### src/rtl/prog_loader.sv
// Program loader: receives a byte stream (16-bit little-endian word count,
// then count 32-bit little-endian words) and writes each word into the
// instruction memory starting at BASE_ADDR. After the last word it releases
// the CPU via cpu_enable. It flags a bad header on error.
// Optional feature macro: LOADER_CHECKSUM_EN adds a trailing XOR checksum byte.
module prog_loader #(
  parameter int unsigned MAX_WORDS = 128,
  parameter logic [63:0] BASE_ADDR = 64'd0
) (
  input  logic        clk,
  input  logic        arst_n,
  input  logic        in_valid,
  input  logic [7:0]  in_data,
  output logic        in_ready,
  input  logic        start,
  output logic [63:0] addr_ext,
  output logic        wen_ext,
  output logic [31:0] wdata_ext,
  output logic        cpu_enable,
  output logic        error,
  output logic [15:0] words_loaded
);

  typedef enum logic [2:0] {
    HDR_LO,
    HDR_HI,
    DATA,
    WRITE,
`ifdef LOADER_CHECKSUM_EN
    CHK,
`endif
    DONE,
    ERR
  } state_t;

  state_t      state;
  state_t      state_next;
  logic        accept;
  logic [7:0]  count_lo;
  logic [15:0] word_count;
  logic [15:0] hdr_count;
  logic        hdr_bad;
  logic        last_word;
  logic [1:0]  byte_idx;
  logic [23:0] word_buf;
`ifdef LOADER_CHECKSUM_EN
  logic [7:0]  checksum;
`endif

  assign accept    = in_valid && in_ready;
  assign hdr_count = {in_data, count_lo};
  assign hdr_bad   = (hdr_count == 16'd0) || ({16'd0, hdr_count} > MAX_WORDS);
  assign last_word = (words_loaded + 16'd1) == word_count;

  assign wen_ext    = (state == WRITE);
  assign cpu_enable = (state == DONE);
  assign error      = (state == ERR);

  // State register; reset aborts any load in progress.
  always_ff @(posedge clk or negedge arst_n) begin
    if (!arst_n) begin
      state <= HDR_LO;
    end else begin
      state <= state_next;
    end
  end

  // Next-state and ready decode.
  always_comb begin
    state_next = state;
    in_ready   = 1'b0;
    case (state)
      HDR_LO: begin
        in_ready = 1'b1;
        if (accept) state_next = HDR_HI;
      end
      HDR_HI: begin
        in_ready = 1'b1;
        if (accept) state_next = hdr_bad ? ERR : DATA;
      end
      DATA: begin
        in_ready = 1'b1;
        if (accept && (byte_idx == 2'd3)) state_next = WRITE;
      end
      WRITE: begin
`ifdef LOADER_CHECKSUM_EN
        state_next = last_word ? CHK : DATA;
`else
        state_next = last_word ? DONE : DATA;
`endif
      end
`ifdef LOADER_CHECKSUM_EN
      CHK: begin
        in_ready = 1'b1;
        if (accept) state_next = (in_data == checksum) ? DONE : ERR;
      end
`endif
      DONE: begin
        if (start) state_next = HDR_LO;
      end
      ERR: begin
        if (start) state_next = HDR_LO;
      end
      default: state_next = HDR_LO;
    endcase
  end

  // Header capture, word assembly, write address/data and word counter.
  always_ff @(posedge clk or negedge arst_n) begin
    if (!arst_n) begin
      count_lo     <= 8'd0;
      word_count   <= 16'd0;
      byte_idx     <= 2'd0;
      word_buf     <= 24'd0;
      addr_ext     <= BASE_ADDR;
      wdata_ext    <= 32'd0;
      words_loaded <= 16'd0;
    end else begin
      case (state)
        HDR_LO: begin
          if (accept) count_lo <= in_data;
        end
        HDR_HI: begin
          if (accept) begin
            word_count <= hdr_count;
            byte_idx   <= 2'd0;
          end
        end
        DATA: begin
          if (accept) begin
            byte_idx <= byte_idx + 2'd1;
            case (byte_idx)
              2'd0: word_buf[7:0]   <= in_data;
              2'd1: word_buf[15:8]  <= in_data;
              2'd2: word_buf[23:16] <= in_data;
              default: begin
                wdata_ext <= {in_data, word_buf};
                addr_ext  <= BASE_ADDR + {46'd0, words_loaded, 2'b00};
              end
            endcase
          end
        end
        WRITE: begin
          words_loaded <= words_loaded + 16'd1;
        end
        DONE, ERR: begin
          if (start) words_loaded <= 16'd0;
        end
        default: ;
      endcase
    end
  end

`ifdef LOADER_CHECKSUM_EN
  // Running XOR of payload bytes, restarted with each new header.
  always_ff @(posedge clk or negedge arst_n) begin
    if (!arst_n) begin
      checksum <= 8'd0;
    end else if (state == HDR_HI && accept) begin
      checksum <= 8'd0;
    end else if (state == DATA && accept) begin
      checksum <= checksum ^ in_data;
    end
  end
`endif

endmodule

### config.mk
export PLATFORM = sky130hd
export DESIGN_NAME = prog_loader
export DESIGN_NICKNAME = d
export VERILOG_FILES = /design/src/rtl/prog_loader.sv
export SDC_FILE = /design/constraint.sdc
export NUM_CORES = 1
export LEC_CHECK = 0
export CAP_MARGIN = 20
export CORE_MARGIN = 2
export CORE_UTILIZATION = 50
export DETAILED_ROUTE_END_ITERATION = 16
export PLACE_DENSITY = 0.8
export SETUP_SLACK_MARGIN = 0.5
export SKIP_CTS_REPAIR_TIMING = 1
export SYNTH_ARGS = -nofsm -noshare
export SYNTH_HDL_FRONTEND = slang
export SYNTH_SLANG_ARGS = --single-unit
### constraint.sdc
create_clock -name clk -period 2.8 [get_ports clk]
set_input_delay 0.42 -clock clk [delete_from_list [all_inputs] [get_ports clk]]
set_output_delay 0.42 -clock clk [all_outputs]
set_load 0.005 [all_outputs]
==> results.cfg, run 1 <==
[power]
p_switching_w = 0.00174
irDropWorstVdd_mv = 0.501
seqPwrFrac = 0.395
pwr-share-comb = 0.230
power.leakage_nw = 3.30
p_sw_frac = 0.293
clkPwrFrac = 0.375
internal_power_w = 0.00418
pwr_density_cell_nw_per_um2 = 832

[route]
drc = 0
drt_iter0_markers = 246
vias = 3893
wire_per_inst_um = 17.6
wl_um = 12600
ant_nets = 0
drt_pre_antenna_iters = 5
vias_per_cell = 5.45

[cells_and_area]
design_area_um2 = 7110
mostFrequentLayoutCells = 110 x dfrtp_1, 94 x mux2_2, 78 x clkdlybuf4s50_1
utilization = 0.653
area_delta_synth_final_pct = 26.9
n_antenna_cell = 0
layout.nets = 579
final_common_cell = dfrtp_1
nFillCells = 793
layout-drive-gt1-share = 0.291

[timing]
setup-tns-final_ns = 0
min_period_ns = 2.30
finalSetupViolCount = 0
fin_skew_ns = 0.00582
grt_setup_unrepaired = true
setup_ws_ns = 0.497
maxSlewViolCount = 0
worst_slew_pin_slew_ns = 0.534
fmax_ghz = 0.434
max_slew_margin = 0.641
period_share = 0.822
hold_viol = 0

[hold_path]
hold_path_class = in2async

[yosys]
ys_seq_area_frac = 0.523
ys_types = 55
yosysWarnings = 0
netlist_instances = 460
postSynthAreaPerCell_um2 = 12.2
syn_area_um2 = 5600
ys_ff_latch = 117

[cts]
path_clk_slew_ns = 0.06
clock_sinks = 117
clkLatencyLatePin_ns = 0.53
root_buffer = clkbuf_8
clockBufferDepth = 2
cts_max_level = 4
cts_buffers = 17
cts_tree = yes

[global_route]
grt_busiest_layer = met2
grt_use_met1 = 0.279
antenna_found_initial = 0
grt_pass1_wl_um = 19800
use_met3 = 0.0569
grtUsageMet2 = 0.351
grt_usage = 0.220
grt_max_degree = 52
grt_pass1_vias = 3853
grt-ovfl-total = 0

[place]
pre_cts_ws_ns = 0.445
place_area_um2 = 6400
portBuffers = 79
dp_hpwl_um = 8230
gp_congestion = 0.883

[critical_path]
worstPathRequired_ns = 3.26
critPathKind = reg2reg
r2r_cells = 6
slowest_delay_ns = 0.60
crit_path_end_kind = register
cp-startpoint = count_lo[2]$_DFFE_PN0P_
timing.rr.start = count_lo[2]$_DFFE_PN0P_
cp_max_fo = 3
crit_slowest_cell = or4_1
critPathArrivalTime_ns = 2.76
start_kind = register
path_cells = or4_1, o41ai_1, o2111a_1, a41oi_1, a21oi_1, o21a_1

[job]
maxCapViolCount = 0

[floorplan]
initial_core_util = 0.515
die_y_um = 110
die_w_um = 110
die-area_um2 = 12100
fp-row-count = 38
ios = 128
core_area_um2 = 10900

[run_status]
status = complete, no violations
[per-stage QoR]
stage / hold slack [ns] / power (W) / std cells
finish: 0.375 / 0.00592 / 714
floorplan: 0.124 / 0.00320 / 507
CTS: -0.165 / 0.00582 / 705
global placement: 0.385 / 0.00349 / 673
detailed placement: 0.390 / 0.00357 / 673
global route: 0.423 / 0.00619 / 714
[registers in the layout, indices dropped and copies added, names as in the netlist]
register	count
wdata_ext	32
byte_idx	2
count_lo	8
addr_ext	16
word_buf	24
state	3
word_count	16
words_loaded	16
[power by group through the flow]
stage | Clock, W | Combinational (W) | Sequential (W)
floorplan | 0 | 0.000980 | 0.00221
global placement | 0 | 0.00118 | 0.00232
detailed placement | 0 | 0.00123 | 0.00234
CTS | 0.00224 | 0.00125 | 0.00232
global route | 0.00232 | 0.00150 | 0.00237
finish | 0.00222 | 0.00136 | 0.00233
[final timing paths]
kind / end / slack [ns]
max reg2reg: state[1]$_DFFE_PN0P_ / 0.50
max: state[1]$_DFFE_PN0P_ / 0.50
min: wdata_ext[24]$_DFFE_PN0P_ / 0.38
min reg2reg: addr_ext[13]$_DFFE_PN0P_ / 0.48
min in group clk: addr_ext[13]$_DFFE_PN0P_ / 0.48
max in group asynchronous: wdata_ext[14]$_DFFE_PN0P_ / 1.61
[logic make-up (layout without fill, tap and decap cells)]
group | count (synthesis) | in the layout | synth area share
flops | 117 | 117 | 0.523
mux | 95 | 95 | 0.191
simple gates | 81 | 81 | 0.0804
buf+inv | 76 | 143 | 0.0902
compound gates | 65 | 65 | 0.0724
xor+xnor | 19 | 19 | 0.0297
fa+ha+maj | 6 | 6 | 0.0134
other cells | 1 | 48 | 0.000669
[worst max-delay path, delay by kind of cell (launching register included)]
family,cells,cell delay [ns]
compound gates,5,1.23
simple gates,1,0.60
flops,1,0.40
[synthesized netlist by cell type (all sizes together)]
master	instances	share of area
o32ai	1	0.0016
o21ai	29	0.026
clkbuf	10	0.0087
nand3b	2	0.0027
buf	59	0.077
or3	2	0.0025
nand2	17	0.011
or2	1	0.0011
and4	2	0.0034
a41oi	1	0.0016
xnor2	9	0.014
clkinv	1	0.00067
xor2	10	0.016
nor3	3	0.0036
a21o	2	0.0027
mux2	94	0.19
nor4	5	0.0056
or4	4	0.0054
conb	1	0.00067
o21a	1	0.0013
o211ai	1	0.0013
a32oi	2	0.0031
ha	6	0.013
nor4b	1	0.0016
nand2b	2	0.0022
mux2i	1	0.0018
o2111a	1	0.0020
a211o	1	0.0016
nand3	12	0.011
o31ai	7	0.0094
a211oi	2	0.0027
nor3b	1	0.0013
a31oi	3	0.0034
nand4b	1	0.0016
nor2	16	0.011
o41ai	2	0.0031
a21oi	9	0.0080
and4b	1	0.0018
dfrtp	117	0.52
a22o	2	0.0031
nor2b	2	0.0022
nand4	5	0.0083
inv	6	0.0040
and3	4	0.0045
o2111ai	1	0.0016
[layout make-up]
cell class / count / area (um2) / share of cell area
sequential: 117 / 2940 / 0.413
multi-input combinational: 314 / 2360 / 0.332
timing repair buffer: 104 / 988 / 0.139
clock buffer: 22 / 473 / 0.0665
tap: 140 / 175 / 0.0246
clock inverter: 10 / 146 / 0.0206
inverter: 7 / 30.0 / 0.00422
[metal layers]
metal	part of all wire	routed length [um]
met5	0	0
met1	0.41	5190
met3	0.056	708
met2	0.51	6450
met4	0.019	233
(Power assumes the default switching activity.)
==> inputs of run 2 (changes only) <==
CORE_UTILIZATION = 46   (was 50)
PLACE_DENSITY = 0.77   (was 0.8)
clock period = 2 ns   (was 2.8 ns; I/O delays follow)
==> run 2 against run 1 <==
The run now ends with negative setup slack left. Clock skew up 0.0066 ns. Power up 61%. Wire length up 35%. Sequential share of layout area down 7.5 points. Design area up 23%. Sequential power up 41%. Critical path depth unchanged.
==> results.cfg, run 2 (synthesized netlist as in run 1, its figures left out) <==
[timing]
period_share = 1.00
grt_setup_unrepaired = true
setup_ws_ns = -0.00840
fin_skew_ns = 0.0124
maxSlewViolCount = 0
worst_slew_pin_slew_ns = 0.585
fmax_ghz = 0.498
max_slew_margin = 0.610
hold_viol = 0
finalSetupViolCount = 1
min_period_ns = 2.01

[global_route]
grt-ovfl-total = 0
antenna_found_initial = 0
grt_pass1_wl_um = 20800
grt_max_degree = 42
grt_pass1_vias = 4090
grt_usage = 0.208

[cells_and_area]
final_common_cell = dfrtp_1
utilization = 0.728
n_antenna_cell = 0
final_cells = 793
layout.nets = 651
area_delta_synth_final_pct = 55.5
largest_reg_flops = 32
layout-drive-gt1-share = 0.452
top_regs = wdata_ext (32), word_buf (24)
largest-register = wdata_ext
mostFrequentLayoutCells = 103 x dfrtp_1, 86 x mux2_4, 59 x dlymetal6s2s_1

[cts]
cts_max_level = 4
clkLatencyLatePin_ns = 0.43
clock_sinks = 117
cts_buffers = 17
cts_tree = yes
root_buffer = clkbuf_16
clockBufferDepth = 2
path_clk_slew_ns = 0.06

[place]
portBuffers = 79
dp_hpwl_um = 8990
gp_congestion = 0.902
dp_cells = 717

[route]
drt_iter0_markers = 228
drc = 0
wire_per_inst_um = 21.4
vias = 4417
ant_nets = 0
drt_pre_antenna_iters = 5
wl_um = 17000
vias_per_cell = 5.57

[critical_path]
slowest_delay_ns = 0.49
critPathKind = reg2reg
cp-startpoint = words_loaded[0]$_DFFE_PN0P_
r2r_cells = 6
r2r-end = state[1]$_DFFE_PN0P_
start_kind = register
worstPathRequired_ns = 2.30
crit_slowest_cell = or4_1
crit_path_end_kind = register
critPathArrivalTime_ns = 2.31
path_cells = nand4_4, or4_1, a211o_1, a32oi_2, nand3_1, o21a_1
cp.buffers_inverters = 0
crit_path_end = state[1]$_DFFE_PN0P_
timing.rr.start = words_loaded[0]$_DFFE_PN0P_
reg2reg_slack_ns = -0.008
path_depth = 6
critPathTopFamily = compound AO/OA/AOI/OAI gates
cp_max_fo = 5

[power]
irDropWorstVdd_mv = 0.764
pwr_density_cell_nw_per_um2 = 1090
power.leakage_nw = 5.25

[floorplan]
initial_core_util = 0.468
core_area_um2 = 12000
die_y_um = 114
die-area_um2 = 13100
die_w_um = 114
fp-row-count = 40
ios = 128

[run_status]
status = complete, but fails checks
violations = negative setup slack

[job]
maxCapViolCount = 0

[hold_path]
hold_path_class = in2async
run 2: cell types whose count changed in the layout (fill, tap and decap cells not counted), moves of 8 or more:
cell / previous run / this run
mux2_2: 94 / 8
mux2_4: 0 / 86
clkdlybuf4s50_1: 78 / 12
dlymetal6s2s_1: 0 / 59
buf_6: 0 / 32
buf_4: 23 / 54
o21ai_0: 28 / 15
o21ai_1: 1 / 10
clkbuf_16: 16 / 24
run 2: worst min path at each step:
stage / end / slack, ns / depth (start not counted)
after CTS: wdata_ext[2]$_DFFE_PN0P_ / -0.11 / 1
after detailed placement: wdata_ext[28]$_DFFE_PN0P_ / 0.33 / 1
final: wdata_ext[2]$_DFFE_PN0P_ / 0.41 / 2
after global routing: word_buf[2]$_DFFE_PN0P_ / 0.44 / 2
after floorplan: addr_ext[10]$_DFFE_PN0P_ / 0.004 / 0
after global placement: wdata_ext[28]$_DFFE_PN0P_ / 0.32 / 1
run 2: metrics by stage:
step                setup WS, ns  hold slack, ns  area, um2  total power, W  setup TNS [ns]
floorplan                 0.0694         0.00441       5880         0.00456               0
global placement          -0.107           0.317       6780         0.00512          -0.530
detailed placement        -0.155           0.335       6780         0.00526           -1.07
CTS                       -0.168          -0.109       7370         0.00830          -0.465
global route             -0.0671           0.444       8710         0.00990         -0.0863
finish                  -0.00840           0.408       8710         0.00952        -0.00840
run 2: power by group:
group          internal, W  leakage, nW  total [W]  switching [W]
sequential         0.00282         1.55    0.00328       0.000457
combinational      0.00176         3.42    0.00320        0.00144
clock              0.00188        0.285    0.00304        0.00116
run 2: layout make-up:
cell class	instances	area, um2
Tap cell	147	184
Inverter	7	31.3
Fill cell	729	3250
Sequential cell	117	2950
Clock buffer	19	443
Multi-Input combinational cell	314	2980
Timing Repair Buffer	176	1980
Clock inverter	13	150
run 2: layer usage:
| metal | global-route usage | part of all wire | up-vias |
|---|---|---|---|
| met2 | 0.329 | 0.53 | 229 |
| met4 | 0.0732 | 0.019 | 0 |
| met1 | 0.266 | 0.39 | 2255 |
| li1 | - | - | 1896 |
| met3 | 0.0731 | 0.062 | 37 |
| met5 | 0 | 0 | - |
==> inputs of run 3 (changes only) <==
GPL_TIMING_DRIVEN = 0   (was unset)
==> run 3 against run 2 <==
Largest cell class is now sequential cells. Design area is 2.0% higher. Register-to-register slack got worse by 0.11 ns. Clock-buffer cell count unchanged. Non-clock buffer count is 53 higher. The flow still finishes with violations (negative setup slack). Highest routed layer unchanged. Core utilization increased by 1.5 points. Flip-flop and latch count unchanged. Wire length down 6.0%. Global-route usage down 0.46 points. Via count up 2.4%.
==> results.cfg, run 3 (synthesized netlist as in run 1, its figures left out) <==
[floorplan]
core_area_um2 = 12000
initial_core_util = 0.468
die_w_um = 114
die-area_um2 = 13100
ios = 128
fp-row-count = 40
die_y_um = 114

[critical_path]
critPathKind = reg2reg
critPathArrivalTime_ns = 2.41
path_cells = ha_2, xor2_1, a211oi_1, o211ai_1, nor4_2, o2111ai_2, o21a_1
cp_max_fo = 5
critPathTopFamily = compound AO/OA/AOI/OAI gates
worstPathRequired_ns = 2.30
crit_slowest_cell = dfrtp_2
slowest_delay_ns = 0.45
start_kind = register
cp.buffers_inverters = 0
crit_path_end_kind = register

[run_status]
status = complete, but fails checks
violations = negative setup slack

[route]
wl_um = 16000
vias = 4521
drc = 0
vias_per_cell = 5.34
wire_per_inst_um = 18.8
drt_iter0_markers = 294
drt_pre_antenna_iters = 5
ant_nets = 0

[global_route]
antenna_found_initial = 0
grt_pass1_vias = 3778
grt_max_degree = 67
grt_usage = 0.203
grt_pass1_wl_um = 20100
grt-ovfl-total = 0

[timing]
holdWs_ns = 0.463
maxSlewViolCount = 0
fin_skew_ns = 0.00915
worst_slew_pin_slew_ns = 0.705
max_slew_margin = 0.530
setup_ws_ns = -0.114
min_period_ns = 2.11
fmax_ghz = 0.473
finalSetupViolCount = 2
period_share = 1.06
grt_setup_unrepaired = true
hold_viol = 0
setup-tns-final_ns = -0.128

[cells_and_area]
layout.nets = 705
final_cells = 847
largest-register = wdata_ext
final_common_cell = dfrtp_1
n_antenna_cell = 0
layout-drive-gt1-share = 0.474
area_delta_synth_final_pct = 58.7
largest_reg_flops = 32
design_area_um2 = 8890
mostFrequentLayoutCells = 109 x dfrtp_1, 96 x buf_4, 85 x mux2_2
nFillCells = 728
top_regs = wdata_ext (32), word_buf (24)

[power]
pwr_density_cell_nw_per_um2 = 1050
total_power_w = 0.00930
seqPwrFrac = 0.349
p_sw_frac = 0.318
clkPwrFrac = 0.320
power.leakage_nw = 5.38
p_switching_w = 0.00296
irDropWorstVdd_mv = 0.812
internal_power_w = 0.00634
pwr-share-comb = 0.331

[place]
gp_congestion = 0.844
dp_cells = 734
place_area_um2 = 6880
portBuffers = 79
dp_hpwl_um = 8870

[cts]
clockBufferDepth = 2
cts_buffers = 17
clkLatencyLatePin_ns = 0.41
cts_tree = yes
cts_max_level = 4
path_clk_slew_ns = 0.06
clock_sinks = 117
root_buffer = clkbuf_16

[job]
maxCapViolCount = 0

[hold_path]
hold_path_class = in2async
==> run 3: changes by cell type in the layout (fill, tap and decap cells not counted), moves of 3 or more <==
cell,before,now
buf_8,0,7
o21ai_1,10,13
dlymetal6s2s_1,59,64
mux2_2,8,85
buf_4,54,96
o21ai_0,15,12
buf_6,32,29
dfrtp_1,103,109
mux2_4,86,9
dfrtp_2,14,8
==> run 3: through the flow <==
stage / utilization / setup slack (ns)
floorplan: - / 0.0694
CTS: 0.624 / -0.769
finish: 0.743 / -0.114
global route: 0.743 / -0.205
global placement: 0.573 / -4.03
detailed placement: 0.575 / -0.325
==> run 3: final timing paths <==
path                                             startpoint                            to  slack (ns)  cells past startpoint
worst min register to register    wdata_ext[23]$_DFFE_PN0P_     wdata_ext[23]$_DFFE_PN0P_        0.50                      1
worst min-delay path                                 arst_n      wdata_ext[4]$_DFFE_PN0P_        0.46                      2
max in group asynchronous                            arst_n  words_loaded[15]$_DFFE_PN0P_        0.77                      3
worst max-delay path            words_loaded[0]$_DFFE_PN0P_          state[1]$_DFFE_PN0P_       -0.11                      7
worst max register to register  words_loaded[0]$_DFFE_PN0P_          state[1]$_DFFE_PN0P_       -0.11                      7
min in group clk                  wdata_ext[23]$_DFFE_PN0P_     wdata_ext[23]$_DFFE_PN0P_        0.50                      1
==> run 3: layout make-up <==
type	instances	area, um2	share of cell area
inverters	7	31.3	0.00352
multi-input cells	315	2710	0.305
clock inverters	13	148	0.0166
repair buffers	160	1840	0.207
plain buffers	69	612	0.0688
well taps	147	184	0.0207
flip-flops and latches	117	2940	0.330
clock buffers	19	433	0.0487
==> run 3: per-layer routing <==
| layer | up-vias | routed length [um] | track usage |
|---|---|---|---|
| met5 | - | 0 | 0 |
| met4 | 0 | 363 | 0.0699 |
| met3 | 39 | 1130 | 0.0609 |
| met2 | 221 | 8290 | 0.339 |
| met1 | 2239 | 6170 | 0.252 |
| li1 | 2022 | - | - |
==> run 3: power groups by stage <==
| stage | clock (W) | sequential [W] | combinational (W) |
|---|---|---|---|
| after global placement | 0 | 0.00321 | 0.00183 |
| after global routing | 0.00313 | 0.00329 | 0.00327 |
| final | 0.00298 | 0.00324 | 0.00308 |
| after CTS | 0.00299 | 0.00321 | 0.00195 |
| after floorplan | 0 | 0.00312 | 0.00144 |
| after detailed placement | 0 | 0.00325 | 0.00193 |
